$ cat src/rtl/token_printer.sv
// token_printer
// Turns the 16-bit lexer token stream back into printable ASCII bytes for
// debug dumps and host readback of the token buffer. Every token becomes one
// or more characters followed by a space; an EOF token becomes a newline and a
// NUL terminator, after which the block parks in DONE until reset.
//
// Ports:
//   CLK        clock, rising edge
//   RSTN       asynchronous active-low reset
//   I_VALID    token present on I_DATA
//   I_READY    token can be accepted (combinational, high only in IDLE)
//   I_DATA     token: [15:8] kind, [7:0] value
//   O_VALID    byte present on O_DATA (registered)
//   O_READY    downstream accepts the byte
//   O_DATA     ASCII byte (registered)
//   FOUND_EOF  sticky, set when the NUL terminator has been transferred
module token_printer #(
  parameter logic [7:0] TK_NUM = 8'h01,
  parameter logic [7:0] TK_SYM = 8'h02,
  parameter logic [7:0] TK_EOF = 8'hff
) (
  input  logic        CLK,
  input  logic        RSTN,
  input  logic        I_VALID,
  output logic        I_READY,
  input  logic [15:0] I_DATA,
  output logic        O_VALID,
  input  logic        O_READY,
  output logic [7:0]  O_DATA,
  output logic        FOUND_EOF
);

  localparam logic [3:0] IDLE = 4'd0;
  localparam logic [3:0] HUND = 4'd1;
  localparam logic [3:0] TENS = 4'd2;
  localparam logic [3:0] ONES = 4'd3;
  localparam logic [3:0] CHAR = 4'd4;
  localparam logic [3:0] SEP  = 4'd5;
  localparam logic [3:0] NL   = 4'd6;
  localparam logic [3:0] NUL  = 4'd7;
  localparam logic [3:0] DONE = 4'd8;

  logic [3:0] state_r;
  logic [3:0] hund_r;
  logic [3:0] tens_r;
  logic [3:0] ones_r;
  logic [7:0] char_r;
  logic       o_valid_r;
  logic [7:0] o_data_r;
  logic       found_eof_r;

  logic [3:0] next_state_s;
  logic       next_valid_s;
  logic [7:0] next_data_s;
  logic [7:0] next_char_s;
  logic       next_eof_s;

  logic       accept_s;
  logic       xfer_s;
  logic [7:0] kind_s;
  logic [7:0] value_s;
  logic [7:0] hund_full_s;
  logic [7:0] tens_full_s;
  logic [7:0] ones_full_s;
  logic [3:0] hund_s;
  logic [3:0] tens_s;
  logic [3:0] ones_s;

  // ASCII code of a decimal digit 0..9
  function automatic logic [7:0] digit_ascii(input logic [3:0] digit);
    return {4'h3, digit};
  endfunction

  assign I_READY   = (state_r == IDLE);
  assign O_VALID   = o_valid_r;
  assign O_DATA    = o_data_r;
  assign FOUND_EOF = found_eof_r;

  assign accept_s = I_VALID && (state_r == IDLE);
  assign xfer_s   = o_valid_r && O_READY;

  assign kind_s  = I_DATA[15:8];
  assign value_s = I_DATA[7:0];

  // Decimal split of the numeric value; every result fits in 4 bits (0..9).
  assign hund_full_s = value_s / 8'd100;
  assign tens_full_s = (value_s / 8'd10) % 8'd10;
  assign ones_full_s = value_s % 8'd10;
  assign hund_s      = hund_full_s[3:0];
  assign tens_s      = tens_full_s[3:0];
  assign ones_s      = ones_full_s[3:0];

  // Next state and next output byte; the byte for a state is loaded on the
  // same edge that enters that state, so O_DATA always matches state_r.
  always_comb begin
    next_state_s = state_r;
    next_valid_s = o_valid_r;
    next_data_s  = o_data_r;
    next_char_s  = char_r;
    next_eof_s   = found_eof_r;
    case (state_r)
      IDLE: begin
        if (accept_s) begin
          next_valid_s = 1'b1;
          if (kind_s == TK_NUM && value_s != 8'hff) begin
            // Leading zeros are skipped, but ONES is always printed.
            if (hund_s != 4'd0) begin
              next_state_s = HUND;
              next_data_s  = digit_ascii(hund_s);
            end else if (tens_s != 4'd0) begin
              next_state_s = TENS;
              next_data_s  = digit_ascii(tens_s);
            end else begin
              next_state_s = ONES;
              next_data_s  = digit_ascii(ones_s);
            end
          end else if (kind_s == TK_SYM) begin
            next_state_s = CHAR;
            next_char_s  = value_s;
            next_data_s  = value_s;
          end else if (kind_s == TK_EOF) begin
            next_state_s = NL;
            next_data_s  = 8'h0a;
          end else begin
            // Invalid number or unknown kind prints '?'.
            next_state_s = CHAR;
            next_char_s  = 8'h3f;
            next_data_s  = 8'h3f;
          end
        end else begin
          next_valid_s = 1'b0;
        end
      end
      HUND: begin
        if (xfer_s) begin
          // Tens digit is always shown once hundreds were shown.
          next_state_s = TENS;
          next_data_s  = digit_ascii(tens_r);
        end else begin
          next_state_s = HUND;
        end
      end
      TENS: begin
        if (xfer_s) begin
          next_state_s = ONES;
          next_data_s  = digit_ascii(ones_r);
        end else begin
          next_state_s = TENS;
        end
      end
      ONES, CHAR: begin
        if (xfer_s) begin
          next_state_s = SEP;
          next_data_s  = 8'h20;
        end else begin
          next_state_s = state_r;
        end
      end
      SEP: begin
        if (xfer_s) begin
          next_state_s = IDLE;
          next_valid_s = 1'b0;
        end else begin
          next_state_s = SEP;
        end
      end
      NL: begin
        if (xfer_s) begin
          next_state_s = NUL;
          next_data_s  = 8'h00;
        end else begin
          next_state_s = NL;
        end
      end
      NUL: begin
        if (xfer_s) begin
          next_state_s = DONE;
          next_valid_s = 1'b0;
          next_eof_s   = 1'b1;
        end else begin
          next_state_s = NUL;
        end
      end
      DONE: begin
        next_state_s = DONE;
        next_valid_s = 1'b0;
      end
      default: begin
        next_state_s = IDLE;
        next_valid_s = 1'b0;
      end
    endcase
  end

  // Control, output and sticky EOF registers
  always_ff @(posedge CLK or negedge RSTN) begin
    if (!RSTN) begin
      state_r     <= IDLE;
      o_valid_r   <= 1'b0;
      o_data_r    <= 8'h00;
      found_eof_r <= 1'b0;
      char_r      <= 8'h00;
    end else begin
      state_r     <= next_state_s;
      o_valid_r   <= next_valid_s;
      o_data_r    <= next_data_s;
      found_eof_r <= next_eof_s;
      char_r      <= next_char_s;
    end
  end

  // Digit registers captured when a token is accepted
  always_ff @(posedge CLK or negedge RSTN) begin
    if (!RSTN) begin
      hund_r <= 4'd0;
      tens_r <= 4'd0;
      ones_r <= 4'd0;
    end else if (accept_s) begin
      hund_r <= hund_s;
      tens_r <= tens_s;
      ones_r <= ones_s;
    end
  end

endmodule

$ cat config.mk
export PLATFORM = sky130hd
export DESIGN_NAME = token_printer
export DESIGN_NICKNAME = d
export VERILOG_FILES = /design/src/rtl/token_printer.sv
export SDC_FILE = /design/constraint.sdc
export NUM_CORES = 1
export LEC_CHECK = 0
export CAP_MARGIN = 20
export CORE_MARGIN = 2
export CORE_UTILIZATION = 35
export DETAILED_ROUTE_END_ITERATION = 7
export GPL_ROUTABILITY_DRIVEN = 0
export PLACE_DENSITY = 0.59
export RECOVER_POWER = 25
export SYNTH_ARGS = -nofsm -noshare
export SYNTH_HDL_FRONTEND = slang
export SYNTH_SLANG_ARGS = --single-unit
$ cat constraint.sdc
create_clock -name CLK -period 2.57 [get_ports CLK]
set_clock_uncertainty 0.05 [all_clocks]
set_input_delay 0.514 -clock CLK [delete_from_list [all_inputs] [get_ports CLK]]
set_output_delay 0.514 -clock CLK [all_outputs]
set_load 0.005 [all_outputs]
==> results.tsv, run 1 <==
metric	value	unit
Final Power	2070	uW
Final nets	436	
Max-Cap Viols	0	
setup ws final	-597	ps
H-tree depth	1	
Data required, critical path	2670	ps
initial antenna violation count	0	
routed vias	2707	
internal power	1280	uW
violated checks	negative setup slack	
via-per-instance ratio	5.55	
Residual DRC	0	
DR WL/cell	15.8	um
Syn Nets	324	
CTS Buffer Depth	2	
CTS Sinks	22	
Final Cycle Share	1.23	
met3 wire length	347	um
number of distinct library cells after synthesis	75	
endpoints failing setup	8	
die footprint	7390	um2
Avg Synthesized Cell Area	7.81	um2
Final Non-Filler Cells	488	
clk root buf	clkbuf_8	
post-synth top area share	0.234	
status	complete, but fails checks	
die width	86.0	um
Syn-to-layout area delta	62.1	%
ANT cells	0	
crit path from	I_DATA[5]	
DRT iter0 DRCs	296	
Worst VDD drop	272	uV
top_reg_cell synth	dfrtp_1	
layout cells sized above 1	0.423	
Die H	86.0	um
DP Wirelength	5440	um
GRT Residual Overflow	0	
largest net degree at the start of global routing	23	
FF+latch count, synth	22	
vias in the first global route	2594	
global-route wire length before repair	12400	um
crit start category	primary input	
Worst Min Path Start	O_DATA[6]	
WL final	7710	um
RR Startpoint	state_r[2]	
met2 routed WL	3630	um
Hold WC Path Type	flip-flop to flip-flop	
Hold Crit Depth	2	
Comb pwr share	0.610	
M1 WL	3660	um
RSZ-0062 raised after global routing	yes	
register area share after synthesis	0.234	
CTS buffer count	3	
Worst-Margin Slew	1260	ps
Pleak	0.00164	uW
Max Slew Vio Count	0	
Post-synth EDFFs	0	
Post-synth ARST share	1.00	
CTS tree	done	
antenna-violating nets left	0	
final hold violation count	0	
uppermost routed layer	met4	
cells after synthesis	301	
IO buf count	30	
relative slew slack	0.162	
number of cells after detailed placement	467	
Sw Ratio	0.385	
core area	6420	um2
pre-CTS WS	-1260	ps
GRT Overall Usage	0.208	
r2r worst-path depth	7	
Pwr per Cell Area	544	nW/um2
top cells by count, synth	33 x nor2_1, 27 x nand2_1, 27 x o21ai_0, 23 x a21oi_1, 22 x dfrtp_1	
Critical Path AT	3270	ps
CP endpoint kind	flip-flop	
clock latency on the worst-skew pair	260	ps
row count	29	
Clock transition at path regs	80	ps
Psw	798	uW
min cycle time layout	3170	ps
fmax	0.316	GHz
Worst Setup Path Type	primary input to flip-flop	
Fin Hold WS	431	ps
most common cell in the netlist	nor2_1	
top fanout value on the critical path	6	
Post-Syn Area	2350	um2
Fillers	551	
Initial Util	0.366	
IO Pins	31	
area leader, netlist	dfrtp_1	
Pre-Repair DR Iteration Count	4	
top post-synthesis cells by area	dfrtp_1 23%, o21ai_0 5.7%, nor2_1 5.3%, a21oi_1 4.9%, nand2_1 4.3%	
Seq pwr share	0.285	
Warnings, synthesis	0	
clock network power share	0.105	
==> stage by stage <==
stage / util / setup TNS, ps / area, um2
final: 0.593 / -3570 / 3810
after global routing: 0.593 / -4240 / 3810
after CTS: 0.561 / -3330 / 3600
after detailed placement: 0.512 / -11280 / 3290
after global placement: 0.512 / -10880 / 3290
after floorplan: - / -4940 / 2430
==> cells in the final DEF (no fill, tap or decap), types with 3 or more instances in the layout <==
cell	instances
inv_1	7
nand2_1	27
a21oi_2	3
inv_2	4
a21o_1	4
buf_12	5
nand3_1	8
nor2b_4	4
nand2b_1	7
dfrtp_1	22
mux2_4	3
o21ai_2	3
buf_6	12
o21bai_1	3
a21oi_1	19
mux2_2	3
nor2b_1	3
nor3_1	7
or4_4	3
nor2_1	31
buf_4	83
nand2b_4	3
ha_4	3
mux2i_1	5
o21a_1	3
xnor2_1	4
clkdlybuf4s50_1	23
o21ai_0	25
nor4_1	3
clkbuf_8	3
o211ai_1	3
==> worst paths after layout <==
path                       slack [ps]        end
min reg2reg                       430  O_DATA[6]
max                              -600  O_DATA[3]
min                               430  O_DATA[6]
max in group asynchronous         740  ones_r[0]
max reg2reg                       400  O_DATA[0]
min in group asynchronous         980    O_VALID
==> repair_timing <==
action	4_1_cts	5_1_grt
cloned	2	1
hold buffers	0	0
pin swaps	23	22
buffers inserted	13	7
setup endpoints to repair	12	11
resized for setup	59	38
==> final cells by class <==
cell class,count,area [um2],share of cell area
inverter,11,41.3,0.0108
multi-input combinational,246,1910,0.502
clock buffer,3,41.3,0.0108
sequential,22,551,0.144
timing repair buffer,129,1170,0.306
tap,77,96.3,0.0253
==> kinds of logic after synthesis <==
| family | count (synthesis) | share of synthesized area |
|---|---|---|
| multiplexers | 12 | 0.0543 |
| adder cells (fa/ha/maj) | 3 | 0.0160 |
| AO/OA/AOI/OAI | 101 | 0.311 |
| flip-flops | 22 | 0.234 |
| buffers and inverters | 33 | 0.0836 |
| AND/OR/NAND/NOR | 123 | 0.275 |
| XOR/XNOR | 7 | 0.0261 |
==> critical path, stage by stage <==
cell,delay [ps]
buf_12,110
buf_12,130
nor2_4,140
nor2b_4,70
a221oi_4,250
ha_4,190
inv_2,40
or4_4,420
o31a_1,350
ha_4,270
and4b_1,170
a21o_1,220
buf_4,160
a211oi_2,160
nor2_1,70
==> metal layers <==
layer | vias up | track usage
li1 | 1332 | -
met1 | 1296 | 0.290
met3 | 9 | 0.0269
met2 | 70 | 0.342
met4 | 0 | 0.0433
met5 | - | 0
==> power by group through the flow <==
stage | Clock (uW) | Combinational (uW) | Sequential (uW)
after CTS | 222 | 1170 | 587
final | 218 | 1270 | 591
after global placement | 0 | 1070 | 594
after floorplan | 0 | 669 | 549
after detailed placement | 0 | 1080 | 595
after global routing | 234 | 1390 | 607
==> flip-flops by register name (all words and copies together), names as in the netlist <==
register,cells
ones_r,4
tens_r,4
state_r,4
O_DATA,8
O_VALID,1
FOUND_EOF,1
(Power assumes the default switching activity.)
==> run 2, diff against run 1 <==
Settings changed: CORE_MARGIN 2 to 5, DONT_BUFFER_PORTS set to 1, PLACE_DENSITY 0.59 to 0.53.
==> run 2 against run 1 <==
  * The run still ends with negative setup slack left
  * Wire length fell by 15%
  * Critical path type unchanged
  * First-iteration DRC count fell by 42%
  * Global-route usage fell by 5.1 points
  * Worst setup slack improved by 290 ps
==> results.tsv, run 2 (synthesized netlist as in run 1, its figures left out) <==
metric	value	unit
Syn-to-layout area delta	23.8	%
final hold violation count	0	
status	complete, but fails checks	
number of flip-flops in the largest register	8	
Register Area	551	um2
Die H	92.0	um
Fillers	646	
vias in the first global route	2215	
Pleak	0.00120	uW
Final Cycle Share	1.12	
setup ws final	-306	ps
Hold WC Path Type	primary input to flip-flop	
fmax	0.348	GHz
Data required, critical path	2670	ps
IO Pins	31	
ANT cells	0	
Max-Cap Viols	0	
GRT Residual Overflow	0	
final instance area	2910	um2
violated checks	negative setup slack	
area occupied by multi-input gates	1750	um2
DRT iter0 DRCs	171	
crit path from	I_DATA[6]	
via-per-instance ratio	5.66	
Worst-Margin Slew	1080	ps
GRT Overall Usage	0.157	
die width	92.0	um
Initial Util	0.364	
R2R setup slack	340	ps
WL final	6550	um
RR Startpoint	state_r[0]	
row count	29	
core area	6460	um2
layout cells sized above 1	0.320	
Residual DRC	0	
Max Slew Vio Count	0	
Final nets	362	
CTS Sinks	22	
Pwr per Cell Area	597	nW/um2
Final Non-Filler Cells	414	
Fin Hold WS	346	ps
endpoints failing setup	6	
Final Core Density	0.451	
IO buf count	0	
most frequent cells in the layout	50 x buf_4, 32 x nor2_1, 27 x nand2_1	
Critical Path AT	2970	ps
clk root buf	clkbuf_8	
Worst Setup Path Type	primary input to flip-flop	
routed vias	2343	
pre-CTS WS	-681	ps
top fanout value on the critical path	26	
Worst VDD drop	258	uV
min cycle time layout	2880	ps
CTS tree	done	
largest net degree at the start of global routing	27	
die footprint	8460	um2
dpl cell area	2700	um2
number of cells after detailed placement	400	
H-tree depth	1	
CTS Buffer Depth	2	
most common cell after layout, fill and taps aside	buf_4	
DR WL/cell	15.8	um
RSZ-0062 raised after global routing	yes	
Clock transition at path regs	80	ps
global-route wire length before repair	11000	um
initial antenna violation count	0	
DP Wirelength	4930	um
clock latency on the worst-skew pair	260	ps
CTS buffer count	3	
Worst Min Path Start	I_DATA[0]	
Pre-Repair DR Iteration Count	4	
relative slew slack	0.283	
CP endpoint kind	flip-flop	
antenna-violating nets left	0	
crit start category	primary input	
run 2: cell types whose count changed in the layout (fill, tap and decap cells not counted), moves of 4 or more:
cell | before | now
buf_6 | 12 | 2
clkdlybuf4s50_1 | 23 | 0
buf_4 | 83 | 50
buf_12 | 5 | 1
run 2: through the flow:
| stage | power (uW) | TNS [ps] |
|---|---|---|
| 2_1_floorplan | 1220 | -4940 |
| 5_1_grt | 1890 | -2040 |
| 3_3_place_gp | 1430 | -3420 |
| 6_report | 1740 | -1400 |
| 3_5_place_dp | 1440 | -3800 |
| 4_1_cts | 1710 | -1190 |
run 2: final timing paths:
check / endpoint / depth (start not counted)
worst max register to register: O_DATA[0] / 7
worst max-delay path: O_DATA[3] / 13
worst min-delay path: ones_r[0] / 1
max in group asynchronous: state_r[3] / 2
min in group asynchronous: O_DATA[6] / 1
worst min register to register: tens_r[2] / 2
run 2: layout make-up:
type / count / share of cell area
well taps: 77 / 0.0331
flip-flops and latches: 22 / 0.189
multi-input cells: 246 / 0.601
repair buffers: 55 / 0.148
clock buffers: 3 / 0.0142
inverters: 11 / 0.0142
run 2: power breakdown:
part / internal (uW) / switching, uW / leakage (uW)
Combinational: 469 / 444 / 0.000905
Sequential: 481 / 131 / 0.000277
Clock: 105 / 109 / 0.0000216
run 2: metal layers:
| metal | track usage | part of all wire | wire (um) | up-vias |
|---|---|---|---|---|
| met1 | 0.216 | 0.48 | 3120 | 1115 |
| met3 | 0.0303 | 0.043 | 283 | 4 |
| li1 | - | - | - | 1182 |
| met4 | 0.0322 | 0.0078 | 51 | 0 |
| met2 | 0.255 | 0.47 | 3090 | 42 |
| met5 | 0 | 0 | 0 | - |
run 2: critical path, stage by stage:
cell      delay (ps)
nor2b_4          110
nor2b_4          130
a221oi_4         230
ha_4             180
inv_2             30
or4_4            420
o31a_1           300
ha_4             230
and4b_1          170
a21o_1           220
buf_4            160
a211oi_2         220
nor2_1            60
run 2: timing repair:
action / in CTS / in global routing
buffers inserted: 5 / 5
resized for setup: 13 / 6
pin swaps: 12 / 6
hold endpoints to repair: 22 / 0
endpoints found under the setup margin: 7 / 7
hold buffers: 1 / 0
==> run 3, diff against run 2 <==
Settings changed: HOLD_SLACK_MARGIN set to 0.1, SETUP_SLACK_MARGIN set to 0.1.
==> run 3 against run 2 <==
  * The flow still finishes with violations (negative setup slack)
  * Global-route usage is the same
  * Via count grew 0.17%
  * Die area is the same
  * Register-to-register slack is essentially flat
==> results.tsv, run 3 (synthesized netlist as in run 1, its figures left out) <==
metric	value	unit
status	complete, but fails checks	
violated checks	negative setup slack	
DR WL/cell	15.9	um
antenna-violating nets left	0	
crit start category	primary input	
min cycle time layout	2870	ps
WL final	6590	um
DRT iter0 DRCs	175	
row count	29	
Max Slew Vio Count	0	
clock latency on the worst-skew pair	260	ps
GRT Overall Usage	0.157	
Clock transition at path regs	80	ps
most frequent cells in the layout	50 x buf_4, 32 x nor2_1, 27 x nand2_1	
Data required, critical path	2670	ps
GRT Residual Overflow	0	
most common cell after layout, fill and taps aside	buf_4	
CTS buffer count	3	
Initial Util	0.364	
die width	92.0	um
vias in the first global route	2219	
H-tree depth	1	
Hold EP	ones_r[0]	
final instance area	2910	um2
Critical Path AT	2970	ps
RR Endpoint	O_DATA[0]	
clk root buf	clkbuf_8	
Die H	92.0	um
dpl cell area	2700	um2
largest net degree at the start of global routing	27	
pre-CTS WS	-681	ps
global-route wire length before repair	11000	um
Final Cycle Share	1.12	
Fillers	645	
die footprint	8460	um2
Residual DRC	0	
RSZ-0062 raised after global routing	yes	
initial antenna violation count	0	
Worst-Margin Slew	1110	ps
layout cells sized above 1	0.323	
R2R setup slack	340	ps
fmax	0.348	GHz
setup_tns	-1390	ps
DP Wirelength	4930	um
Pleak	0.00120	uW
Syn-to-layout area delta	23.9	%
Hold Crit Depth	1	
Worst Setup Path Type	primary input to flip-flop	
relative slew slack	0.260	
Worst Min Path Start	I_DATA[0]	
routed vias	2347	
r2r worst-path depth	7	
Final Core Density	0.451	
CTS tree	done	
Hold WC Path Type	primary input to flip-flop	
Pre-Repair DR Iteration Count	4	
via-per-instance ratio	5.67	
Worst VDD drop	261	uV
ANT cells	0	
setup ws final	-302	ps
Pwr per Cell Area	597	nW/um2
endpoints failing setup	6	
final hold violation count	0	
CP endpoint kind	flip-flop	
RR Startpoint	state_r[0]	
IO buf count	0	
top fanout value on the critical path	26	
CTS Buffer Depth	2	
Max-Cap Viols	0	
CTS Sinks	22	
number of flip-flops in the largest register	8	
core area	6460	um2
IO Pins	31	
Final nets	362	
-- run 3: cell counts in the layout (fill, tap and decap cells not counted) --
No cell type changed its count.
-- run 3: report_power, final --
group / switching [uW] / total (uW) / internal (uW)
sequential: 131 / 613 / 481
combinational: 445 / 914 / 469
clock: 110 / 215 / 105
total: 686 / 1740 / 1050
-- run 3: how the worst max path moves through the flow --
stage / startpoint / end / slack [ps] / cells after the start
2_1_floorplan: I_DATA[6] / state_r[0] / -780 / 14
3_3_place_gp: I_DATA[6] / state_r[0] / -630 / 13
3_5_place_dp: I_DATA[6] / state_r[0] / -680 / 13
4_1_cts: I_DATA[6] / state_r[0] / -290 / 13
5_1_grt: I_DATA[6] / O_DATA[1] / -400 / 14
6_report: I_DATA[6] / O_DATA[3] / -300 / 13
-- run 3: area by class of cell --
cell class / instances / area [um2] / share of cell area
Clock buffer: 3 / 41.3 / 0.0142
Sequential cell: 22 / 551 / 0.189
Inverter: 11 / 41.3 / 0.0142
Tap cell: 77 / 96.3 / 0.0331
Timing Repair Buffer: 55 / 432 / 0.148
Multi-Input combinational cell: 246 / 1750 / 0.602
-- run 3: through the flow --
step	std cells	hold slack, ps	total power, uW
finish	414	344	1740
global route	414	345	1890
detailed placement	400	169	1440
global placement	400	169	1430
floorplan	301	168	1220
CTS	408	342	1710
-- run 3: what timing repair did --
item                                    in CTS  in global routing
setup buffers                                5                  5
resized for setup                           13                  7
endpoints found under the setup margin       7                  7
pin swaps                                   12                  7
hold endpoints to repair                    22                  0
hold buffers                                 1                  0
-- run 3: routing by layer --
layer  global-route usage  vias to the layer above  wire (um)
met2                0.255                       50       3100
met3               0.0303                        4        322
li1                     -                     1183          -
met4               0.0322                        0         51
met1                0.216                     1110       3120
met5                    0                        -          0
-- run 3: worst max-delay path, cell delays in order --
cell and delay (ps):
nor2b_4 110, nor2b_4 130, a221oi_4 220, ha_4 180
inv_2 30, or4_4 420, o31a_1 300, ha_4 230
and4b_1 170, a21o_1 220, buf_4 160, a211oi_2 220
nor2_1 60
